### src/rtl/flash_req_arbiter.sv
`default_nettype none
// ============================================================================
// Module      : flash_req_arbiter
// Description : Round-robin icache/dcache miss arbiter in front of the single
//               SPI flash read engine. Optional WAIT watchdog enabled by
//               defining FLASH_ARB_TIMEOUT_EN.
// Revision    : 1.1
// ============================================================================
module flash_req_arbiter #(
    parameter logic [19:0] MAX_ADDR       = 20'hAFFFF,
    parameter int unsigned TIMEOUT_CYCLES = 1024
) (
    input  logic        CLK,
    input  logic        resetn,
    input  logic        ic_req,
    input  logic [19:0] ic_addr,
    input  logic        dc_req,
    input  logic [19:0] dc_addr,
    output logic        ic_ack,
    output logic        dc_ack,
    output logic        ic_err,
    output logic        dc_err,
    output logic [31:0] rdata,
    output logic        spi_req,
    output logic [19:0] spi_addr,
    input  logic        spi_ready,
    input  logic [31:0] spi_data,
    output logic        busy
);

    localparam logic [2:0] S_IDLE  = 3'd0;
    localparam logic [2:0] S_ISSUE = 3'd1;
    localparam logic [2:0] S_WAIT  = 3'd2;
    localparam logic [2:0] S_RESP  = 3'd3;
    localparam logic [2:0] S_ERR   = 3'd4;

    localparam logic c_GNT_IC = 1'b0;
    localparam logic c_GNT_DC = 1'b1;

    logic [2:0]  r_state, w_state;
    logic        r_grant, w_grant;
    logic        r_last_grant, w_last_grant;
    logic [19:0] r_spi_addr, w_spi_addr;
    logic [31:0] r_rdata, w_rdata;
    logic        r_spi_req, w_spi_req;
    logic        r_ic_ack, w_ic_ack, r_dc_ack, w_dc_ack;
    logic        r_ic_err, w_ic_err, r_dc_err, w_dc_err;
    logic        r_busy, w_busy;
    logic [19:0] w_req_addr;
    logic        w_timeout;

`ifdef FLASH_ARB_TIMEOUT_EN
    localparam int unsigned c_CNT_W = $clog2(TIMEOUT_CYCLES + 1);
    logic [c_CNT_W-1:0] r_cnt;

    always_ff @(posedge CLK or negedge resetn) begin
        if (!resetn)                r_cnt <= '0;
        else if (r_state != S_WAIT) r_cnt <= '0;
        else                        r_cnt <= r_cnt + 1'b1;
    end

    assign w_timeout = (r_state == S_WAIT) && (r_cnt == c_CNT_W'(TIMEOUT_CYCLES - 1));
`else
    assign w_timeout = 1'b0;
`endif

    always_ff @(posedge CLK or negedge resetn) begin
        if (!resetn) begin
            r_state      <= S_IDLE;
            r_grant      <= c_GNT_IC;
            r_last_grant <= c_GNT_DC;
            r_spi_addr   <= '0;
            r_rdata      <= '0;
            r_spi_req    <= 1'b0;
            r_ic_ack     <= 1'b0;
            r_dc_ack     <= 1'b0;
            r_ic_err     <= 1'b0;
            r_dc_err     <= 1'b0;
            r_busy       <= 1'b0;
        end else begin
            r_state      <= w_state;
            r_grant      <= w_grant;
            r_last_grant <= w_last_grant;
            r_spi_addr   <= w_spi_addr;
            r_rdata      <= w_rdata;
            r_spi_req    <= w_spi_req;
            r_ic_ack     <= w_ic_ack;
            r_dc_ack     <= w_dc_ack;
            r_ic_err     <= w_ic_err;
            r_dc_err     <= w_dc_err;
            r_busy       <= w_busy;
        end
    end

    always_comb begin
        w_state      = r_state;
        w_grant      = r_grant;
        w_last_grant = r_last_grant;
        w_spi_addr   = r_spi_addr;
        w_rdata      = r_rdata;
        w_req_addr   = ic_addr;
        case (r_state)
            S_IDLE: begin
                if (ic_req || dc_req) begin
                    if (ic_req && dc_req) begin
                        w_grant      = ~r_last_grant;
                        w_last_grant = ~r_last_grant;
                    end else begin
                        w_grant = dc_req ? c_GNT_DC : c_GNT_IC;
                    end
                    w_req_addr = (w_grant == c_GNT_DC) ? dc_addr : ic_addr;
                    if (w_req_addr > MAX_ADDR) begin
                        w_state = S_ERR;
                    end else begin
                        w_state    = S_ISSUE;
                        w_spi_addr = w_req_addr;
                    end
                end
            end
            S_ISSUE: w_state = S_WAIT;
            S_WAIT: begin
                if (spi_ready) begin
                    w_rdata = spi_data;
                    w_state = S_RESP;
                end else if (w_timeout) begin
                    w_state = S_ERR;
                end
            end
            S_RESP:  w_state = S_IDLE;
            S_ERR:   w_state = S_IDLE;
            default: w_state = S_IDLE;
        endcase
    end

    always_comb begin
        w_spi_req = (w_state == S_ISSUE);
        w_ic_ack  = (w_state == S_RESP) && (w_grant == c_GNT_IC);
        w_dc_ack  = (w_state == S_RESP) && (w_grant == c_GNT_DC);
        w_ic_err  = (w_state == S_ERR)  && (w_grant == c_GNT_IC);
        w_dc_err  = (w_state == S_ERR)  && (w_grant == c_GNT_DC);
        w_busy    = (w_state != S_IDLE);
    end

    assign ic_ack   = r_ic_ack;
    assign dc_ack   = r_dc_ack;
    assign ic_err   = r_ic_err;
    assign dc_err   = r_dc_err;
    assign rdata    = r_rdata;
    assign spi_req  = r_spi_req;
    assign spi_addr = r_spi_addr;
    assign busy     = r_busy;

endmodule
`default_nettype wire

### config.mk
export PLATFORM = sky130hd
export DESIGN_NAME = flash_req_arbiter
export DESIGN_NICKNAME = d
export VERILOG_FILES = /design/src/rtl/flash_req_arbiter.sv
export SDC_FILE = /design/constraint.sdc
export NUM_CORES = 1
export LEC_CHECK = 0
export CAP_MARGIN = 20
export CORE_UTILIZATION = 40
export CTS_CLUSTER_SIZE = 8
export DETAILED_ROUTE_END_ITERATION = 16
export PLACE_DENSITY = 0.8
export REMOVE_ABC_BUFFERS = 1
export SYNTH_ARGS = -nofsm -noshare
export SYNTH_HDL_FRONTEND = slang
export SYNTH_SLANG_ARGS = --single-unit
export TNS_END_PERCENT = 30
### constraint.sdc
create_clock -name CLK -period 2.8 [get_ports CLK]
set_clock_uncertainty 0.2 [all_clocks]
set_input_delay 0.56 -clock CLK [delete_from_list [all_inputs] [get_ports CLK]]
set_output_delay 0.56 -clock CLK [all_outputs]
set_load 0.05 [all_outputs]
* Yosys cells after proc, flatten, opt, wreduce, memory -nomap -nowiden
Index checks and enable logic that the tools add are counted.
Cells by class: order comparisons 1, equality and inequality tests 5, muxes and demuxes 11, bitwise gates (word level) 3, reduce and logical (&&, ||, !) cells 11
Operators with widths (count):
- $gt A20 B20 Y1 const B | 1
- $mux W20 | 1
- $mux W3 | 3
- $pmux W3 S3 | 1
- $eq A3 B1 Y1 const B | 2
- $eq A3 B2 Y1 const B | 2
- $mux W1 | 6
- $reduce_and A3 Y1 | 2
- $logic_and A1 B1 Y1 | 5
- $eq A3 B3 Y1 const B | 1
- $logic_not A3 Y1 | 1
- $not A1 Y1 | 3
- $reduce_bool A3 Y1 | 1
- $reduce_and A2 Y1 | 1
- $logic_or A1 B1 Y1 | 1
Storage, ports and cells: register bits 63, bits of input ports 77, output and inout bits 58, logic and storage cells 42

* Depth between registers and ports, before layout
Gate-level depths: netlist of the first run.
word-level depth 11, gate-level depth with buffers 6, gate-level depth less buffers 4

* Least setup slack after synthesis of the first run
OpenSTA, ideal clock, no wires.
path type input to register, start input dc_req, end register r_spi_addr[10], in the netlist spi_addr[10], library setup time 125 ps, arrival time 1834 ps, data required time 2475 ps, slack 641 ps, stages 6, buffers on the path 2, path through a21boi_2 > and3_1 > or3_1 > buf_6 > buf_12 > mux2_4
On the way: longest elaborated chain between the ends 8, elaborated cells on any way between the ends 10, those cells by class 1 x order compare; 5 x mux; 1 x bitwise; 3 x reduce/logical
Ends and longest elaborated chain:
- start: declaration | line 17 | input logic dc_req,
- $mux W1 / $logic_and A1 B1 Y1 (equally long branches) | line 109, 105
- $mux W1 | line 105 | if (ic_req && dc_req) begin
- $mux W1 | line 104 | if (ic_req || dc_req) begin
- $mux W1 | line 102 | case (r_state)
- $mux W20 | line 111 | w_req_addr = (w_grant == c_GNT_DC) ? dc_addr : ic_addr;
- $gt A20 B20 Y1 | line 112 | if (w_req_addr > MAX_ADDR) begin
- $not A1 Y1 (no source line)
- $reduce_and A3 Y1 (no source line)
- end signal: assignment | line 84 | r_spi_addr <= w_spi_addr;
- end: declaration | line 43 | logic [19:0] r_spi_addr, w_spi_addr;
Several ways; a longest one is shown, not always the timed one. The select of a mux whose other input is x is not followed. A chain may end at the register's enable or synchronous reset.

* Worst setup path in the final report of the first run
start input dc_req, end register r_spi_addr[0], in the netlist spi_addr[0]
Same word-level chain as after synthesis.

==> run_results.csv, run 1 <==
group,metric,value,unit
yosys,synthFlopType,"dfrtp_1",
clock_tree,clkTransAtPathRegs,0.07,ns
grt,grt_max_degree,35,
sta,fmax,430,MHz
worst_setup_path,worstSetupStartpointType,"primary input",
drt,first_pass_iters,10,
run,max_cap_violations,0,
clock_tree,cts.repair.resized,0,
yosys,syn_avg_cell_area,15.8,um^2
power,peakVddDrop,0.000607,V
yosys,synth.top_cell.area_share,57.6,%
floorplan,start_util,41.9,%
yosys,seq_area_frac_synth,58.6,%
yosys,ys_top_cells_by_count,"dfrtp_1, mux2_2, mux2_4",
worst_setup_path,crit_buf_inv,2,
clock_tree,ctsHoldBuffers,0,
clock_tree,cts_sinks,63,
clock_tree,clk_root_buffer_cell,"clkbuf_8",
yosys,synth_cell_types,30,
floorplan,rows,29,
floorplan,pin_count,135,
grt,overflow,0,
yosys,synth_area,0.00269,mm^2
power,p_sw_share,45.0,%
clock_tree,clk_latency,0.33,ns
worst_setup_path,cp_slowest_cell,"clkdlybuf4s50_1",
drt,drt-total-wl,6130,um
layout,post-route-util,67.4,%
grt,grtUsageTotal,18.5,%
drt,vias,1862,
worst_setup_path,worstSetupPathType,"primary input to flip-flop",
power,p_total,5.79,mW
floorplan,die_y,84.1,um
yosys,ys_async_sr_fraction,100,%
sta,rsz0062_at_grt,"false",
power,pwr-share-seq,27.7,%
sta,slew_headroom,48.6,%
layout,instances_no_fill,393,
grt,antenna_found_initial,0,
yosys,synth_area_leaders,"dfrtp_1, mux2_2, mux2_4",
clock_tree,postCtsSetupBuffers,0,
layout,num_antenna_cells,0,
yosys,synth_edf_count,0,
layout,nNetsFinal,388,
placement,place.port_buffers,134,
placement,place_ws,0.140,ns
power,p_sw,2.60,mW
power,intPower,3.18,mW
sta,period_needed,2.33,ns
drt,vias_per_cell,4.74,
layout,drive_above_1_share,31.0,%
worst_hold_path,hold_path.class,"primary input to async pin",
worst_setup_path,arrival,2.34,ns
layout,syn_to_final_growth,60.7,%
worst_setup_path,end_kind,"flip-flop",
clock_tree,cts_max_path_buffers,2,
drt,avgRoutedWirePerCell,15.6,um
sta,hold_viol,0,
run_status,status,"finished, violations left",
placement,placed_cells,377,
grt,grt_pass1_vias,1987,
grt,grt_first_pass_wirelength,10000,um
sta,fin_crit_sh,83.1,%
worst_setup_path,slowest_delay,0.48,ns
sta,finalSetupViolCount,0,
worst_setup_path,crit_chain,"clkdlybuf4s50_1 > a21boi_2 > nor3b_1 > or3_1 > buf_12 > mux2_2",
yosys,syn_inst,171,
power,powerDensity,1340,mW/mm^2
power,combPwrFrac,58.6,%
worst_setup_path,cp_top_family,"buffers and inverters",
clock_tree,cts_tree,"done",
drt,antenna_left,0,
clock_tree,numCtsBuffers,9,
run_status,violations,"DRC",
drt,drc,32,
sta,layout_setup_ws,0.474,ns
sta,tightest_slew,0.771,ns
placement,place_congestion,0.735,
worst_setup_path,cp_max_fo,22,
power,clkPwrFrac,13.7,%
power,leakagePower,1.85,nW
sta,setup_tns,0,ns
drt,drt_iter0_drc,76,
clock_tree,htree_levels,3,
worst_setup_path,worst_ep_required_time,2.81,ns
sta,report.final.slew_viol_count,0,
floorplan,dieArea,0.00707,mm^2
floorplan,coreArea,0.00642,mm^2
yosys,ys_ff_latch,63,
yosys,yosys.cell_count.top_type,"dfrtp_1",
floorplan,die_x,84.1,um
placement,dp_hpwl,4520,um
yosys,synth_top_area_cell,"dfrtp_1",
yosys,ys_warn_count,0,
cell usage in the layout (no fill, tap or decap), types with 2 or more instances in the layout:
cell             netlist  layout
nor2_1                 5       5
dfrtp_1               62      62
clkinv_4               0       2
inv_1                  2       2
clkdlybuf4s50_1        0     133
clkbuf_8               0      10
a21oi_1                2       2
buf_12                 1       3
mux2_2                53      53
mux2_4                17      17
clkinvlp_4             0       3
xnor2_1                2       2
nand3_1                2       2
and3_1                 2       2
metal layers:
metal / part of all wire [%] / global-route usage (%) / up-vias / routed length, um
met2: 45 / 28.7 / 103 / 2770
met4: 0.93 / 7.05 / 0 / 57
met5: 0 / 0 / - / 0
li1: - / - / 883 / -
met1: 43 / 24.7 / 870 / 2660
met3: 10 / 5.24 / 6 / 635
layout make-up:
cell class | instances | area, um^2
Clock buffer | 10 | 138
Timing Repair Buffer | 138 | 1400
Inverter | 2 | 7.51
Multi-Input combinational cell | 97 | 1040
Fill cell | 472 | 2090
Sequential cell | 63 | 1580
Tap cell | 77 | 96.3
Clock inverter | 6 | 70.1
path summary, 6_finish.rpt:
kind,start,end,slack (ns),depth (start not counted)
max,dc_req,spi_addr[0],0.47,6
min,resetn,rdata[19],0.10,1
max reg2reg,r_state[2],spi_addr[4],0.71,5
min reg2reg,rdata[25],rdata[25],0.31,1
max in group asynchronous,resetn,rdata[26],1.67,2
min in group CLK,rdata[25],rdata[25],0.31,1
power groups by stage:
stage / registers, mW / clock network (mW) / logic (mW)
after floorplan: 3.04 / 0 / 0.812
after global placement: 1.60 / 0 / 3.37
after detailed placement: 1.61 / 0 / 3.42
after CTS: 1.61 / 0.816 / 3.42
after global routing: 1.66 / 0.852 / 3.53
final: 1.60 / 0.792 / 3.39
cell families (layout without fill, tap and decap cells):
| family | Yosys count | count (layout) | synth area share [%] |
|---|---|---|---|
| AOI/OAI and AO/OA | 8 | 8 | 2.23 |
| xor gates and xnor gates | 2 | 2 | 0.650 |
| buffers and inverters | 11 | 156 | 2.97 |
| DFF | 63 | 63 | 58.6 |
| muxes | 70 | 70 | 31.6 |
| and+or+nand+nor | 17 | 17 | 3.95 |
flip-flops by register name (all words and copies together) (netlist names):
signal,count
dc_ack,1
spi_req,1
ic_ack,1
busy,1
spi_addr,20
ic_err,1
r_grant,1
dc_err,1
r_state,3
rdata,32
r_last_grant,1
stage by stage:
step / hold WS, ns / cell area (um^2)
floorplan: 0.0644 / 2620
global placement: 0.287 / 4120
detailed placement: 0.294 / 4120
CTS: 0.119 / 4330
global route: 0.150 / 4330
finish: 0.103 / 4330
Note: power is estimated with default switching activity, not from simulation.
==> run 2, diff against run 1 <==
--- a/config.mk
+++ b/config.mk
@@ -6,10 +6,10 @@
 export NUM_CORES = 1
 export LEC_CHECK = 0
 export CAP_MARGIN = 20
-export CORE_UTILIZATION = 40
+export CORE_UTILIZATION = 36
 export CTS_CLUSTER_SIZE = 8
 export DETAILED_ROUTE_END_ITERATION = 16
-export PLACE_DENSITY = 0.8
+export PLACE_DENSITY = 0.76
 export REMOVE_ABC_BUFFERS = 1
 export SYNTH_ARGS = -nofsm -noshare
 export SYNTH_HDL_FRONTEND = slang
==> constraint.sdc (replaced) <==
create_clock -name CLK -period 2.1 [get_ports CLK]
set_clock_uncertainty 0.2 [all_clocks]
set_input_delay 0.42 -clock CLK [delete_from_list [all_inputs] [get_ports CLK]]
set_output_delay 0.42 -clock CLK [all_outputs]
set_load 0.05 [all_outputs]
==> run 2 against run 1 <==
The run now ends clean; first-iteration DRC count decreased by 51%; combinational power rose by 27%; utilization shrank 7.3 points; largest cell class unchanged; critical path type unchanged; sequential power up 34%; worst hold slack better by 0.20 ns.
==> run_results.csv, run 2 (same netlist as run 1, synthesis figures left out) <==
group,metric,value,unit
drt,vias,1910,
layout,num_antenna_cells,0,
power,pwr-share-seq,28.1,%
grt,grt_max_degree,34,
worst_setup_path,worstSetupStartpointType,"primary input",
layout,syn_to_final_growth,61.9,%
clock_tree,cts_sinks,63,
clock_tree,cts_tree,"done",
layout,multi_input_area,0.00105,mm^2
sta,layout_setup_ws,0.0337,ns
clock_tree,clkTransAtPathRegs,0.07,ns
grt,globalRouteMet3Util,4.57,%
layout,ff_latch_area,0.00158,mm^2
power,clkPwrFrac,15.4,%
floorplan,rows,31,
power,p_sw,3.46,mW
drt,antenna_left,0,
layout,drive_above_1_share,45.5,%
worst_setup_path,end_kind,"flip-flop",
worst_hold_path,hold_path.class,"flip-flop to flip-flop",
power,leakagePower,2.02,nW
layout,post-route-util,60.1,%
worst_setup_path,arrival,2.08,ns
placement,place_ws,-0.334,ns
sta,report.final.slew_viol_count,0,
floorplan,coreArea,0.00725,mm^2
worst_setup_path,cp_max_fo,10,
clock_tree,htree_levels,3,
clock_tree,postCtsSetupBuffers,0,
grt,grtUsageTotal,15.9,%
worst_setup_path,worstSetupPathType,"primary input to flip-flop",
run,max_cap_violations,0,
clock_tree,clk_latency,0.33,ns
drt,drt_iter0_drc,37,
grt,grt_first_pass_wirelength,9270,um
layout,final_common_cell,"clkdlybuf4s50_1",
power,powerDensity,1750,mW/mm^2
layout,fillers,609,
layout,layout_common_cells,"clkdlybuf4s50_1, dfrtp_1, mux2_2",
layout,largest_reg_flops,32,
drt,avgRoutedWirePerCell,13.9,um
grt,grt_busiest_layer,"met2",
drt,first_pass_iters,4,
run_status,status,"finished clean",
floorplan,die_x,88.5,um
floorplan,die_y,88.5,um
power,peakVddDrop,0.000725,V
placement,place.port_buffers,134,
floorplan,dieArea,0.00783,mm^2
sta,rsz0062_at_grt,"false",
sta,slew_headroom,66.1,%
grt,overflow,0,
drt,drc,0,
sta,fin_crit_sh,98.4,%
worst_setup_path,worst_ep_required_time,2.11,ns
power,p_sw_share,45.2,%
clock_tree,cts_max_path_buffers,2,
sta,period_needed,2.07,ns
sta,fmax,484,MHz
sta,setup_tns,0,ns
drt,vias_per_cell,4.50,
layout,nNetsFinal,397,
grt,grt_pass1_vias,1975,
power,combPwrFrac,56.5,%
clock_tree,numCtsBuffers,9,
placement,place_congestion,0.774,
sta,hold_viol,0,
clock_tree,clk_root_buffer_cell,"clkbuf_8",
power,intPower,4.19,mW
placement,dp_hpwl,4530,um
drt,drt-total-wl,5910,um
grt,antenna_found_initial,0,
sta,tightest_slew,0.511,ns
floorplan,start_util,37.1,%
grt,met2_usage,25.2,%
sta,fin_hold_ws,0.301,ns
grt,met1_usage,19.8,%
power,p_total,7.65,mW
sta,finalSetupViolCount,0,
floorplan,pin_count,135,
run 2: changes by cell type in the layout (fill, tap and decap cells not counted), moves of 2 or more:
cell and delta:
clkinv_4 -2, buf_4 +46, clkdlybuf4s50_1 -59, dlygate4sd2_1 +16, dlymetal6s2s_1 +3, buf_8 +2
run 2: path summary, 6_finish.rpt:
kind                       slack [ns]            to  cells after the start    startpoint
hold / removal                   0.30     rdata[17]                      1     rdata[17]
max in group asynchronous        0.78  r_last_grant                      3        resetn
hold reg to reg                  0.30     rdata[17]                      1     rdata[17]
min in group asynchronous        0.35     rdata[15]                      2        resetn
setup reg to reg                 0.09  spi_addr[13]                      5  r_last_grant
setup / recovery                 0.03  spi_addr[13]                      6   dc_addr[16]
run 2: final cells by class:
cell class / count / share of cell area, %
inverter: 2 / 0.172
clock inverter: 5 / 1.84
timing repair buffer: 147 / 31.4
multi-input combinational: 97 / 24.2
clock buffer: 11 / 3.47
sequential: 63 / 36.2
tap: 99 / 2.84
run 2: through the flow:
| step | cell area, um^2 | instances |
|---|---|---|
| CTS | 4320 | 424 |
| floorplan | 2620 | 162 |
| detailed placement | 4100 | 407 |
| global route | 4360 | 424 |
| finish | 4360 | 424 |
| global placement | 4100 | 407 |
run 2: critical path: stages:
cell and delay, ns:
clkdlybuf4s50_1 0.42, a21o_1 0.21, and3_4 0.17, or3_4 0.39, buf_8 0.16, mux2_4 0.30
run 2: repair_timing:
item                                   4_1_cts  5_1_grt
gates resized for setup                     16       11
setup endpoints to repair                   16       21
endpoints found under the hold margin       15        0
pin swaps                                    0        0
hold buffers                                 1        0
cloned                                       0        0
run 2: per-layer routing:
layer	wire [um]	part of all wire (%)	up-vias
met4	108	1.8	0
met2	2730	46	104
met3	515	8.7	11
met5	0	0	-
li1	-	-	904
met1	2560	43	891
run 2: power by group through the flow:
| stage | registers [mW] | logic (mW) | clock network [mW] |
|---|---|---|---|
| after floorplan | 4.06 | 1.08 | 0 |
| after global placement | 2.15 | 4.38 | 0 |
| after detailed placement | 2.17 | 4.44 | 0 |
| after CTS | 2.15 | 4.32 | 1.22 |
| after global routing | 2.23 | 4.52 | 1.27 |
| final | 2.15 | 4.32 | 1.18 |
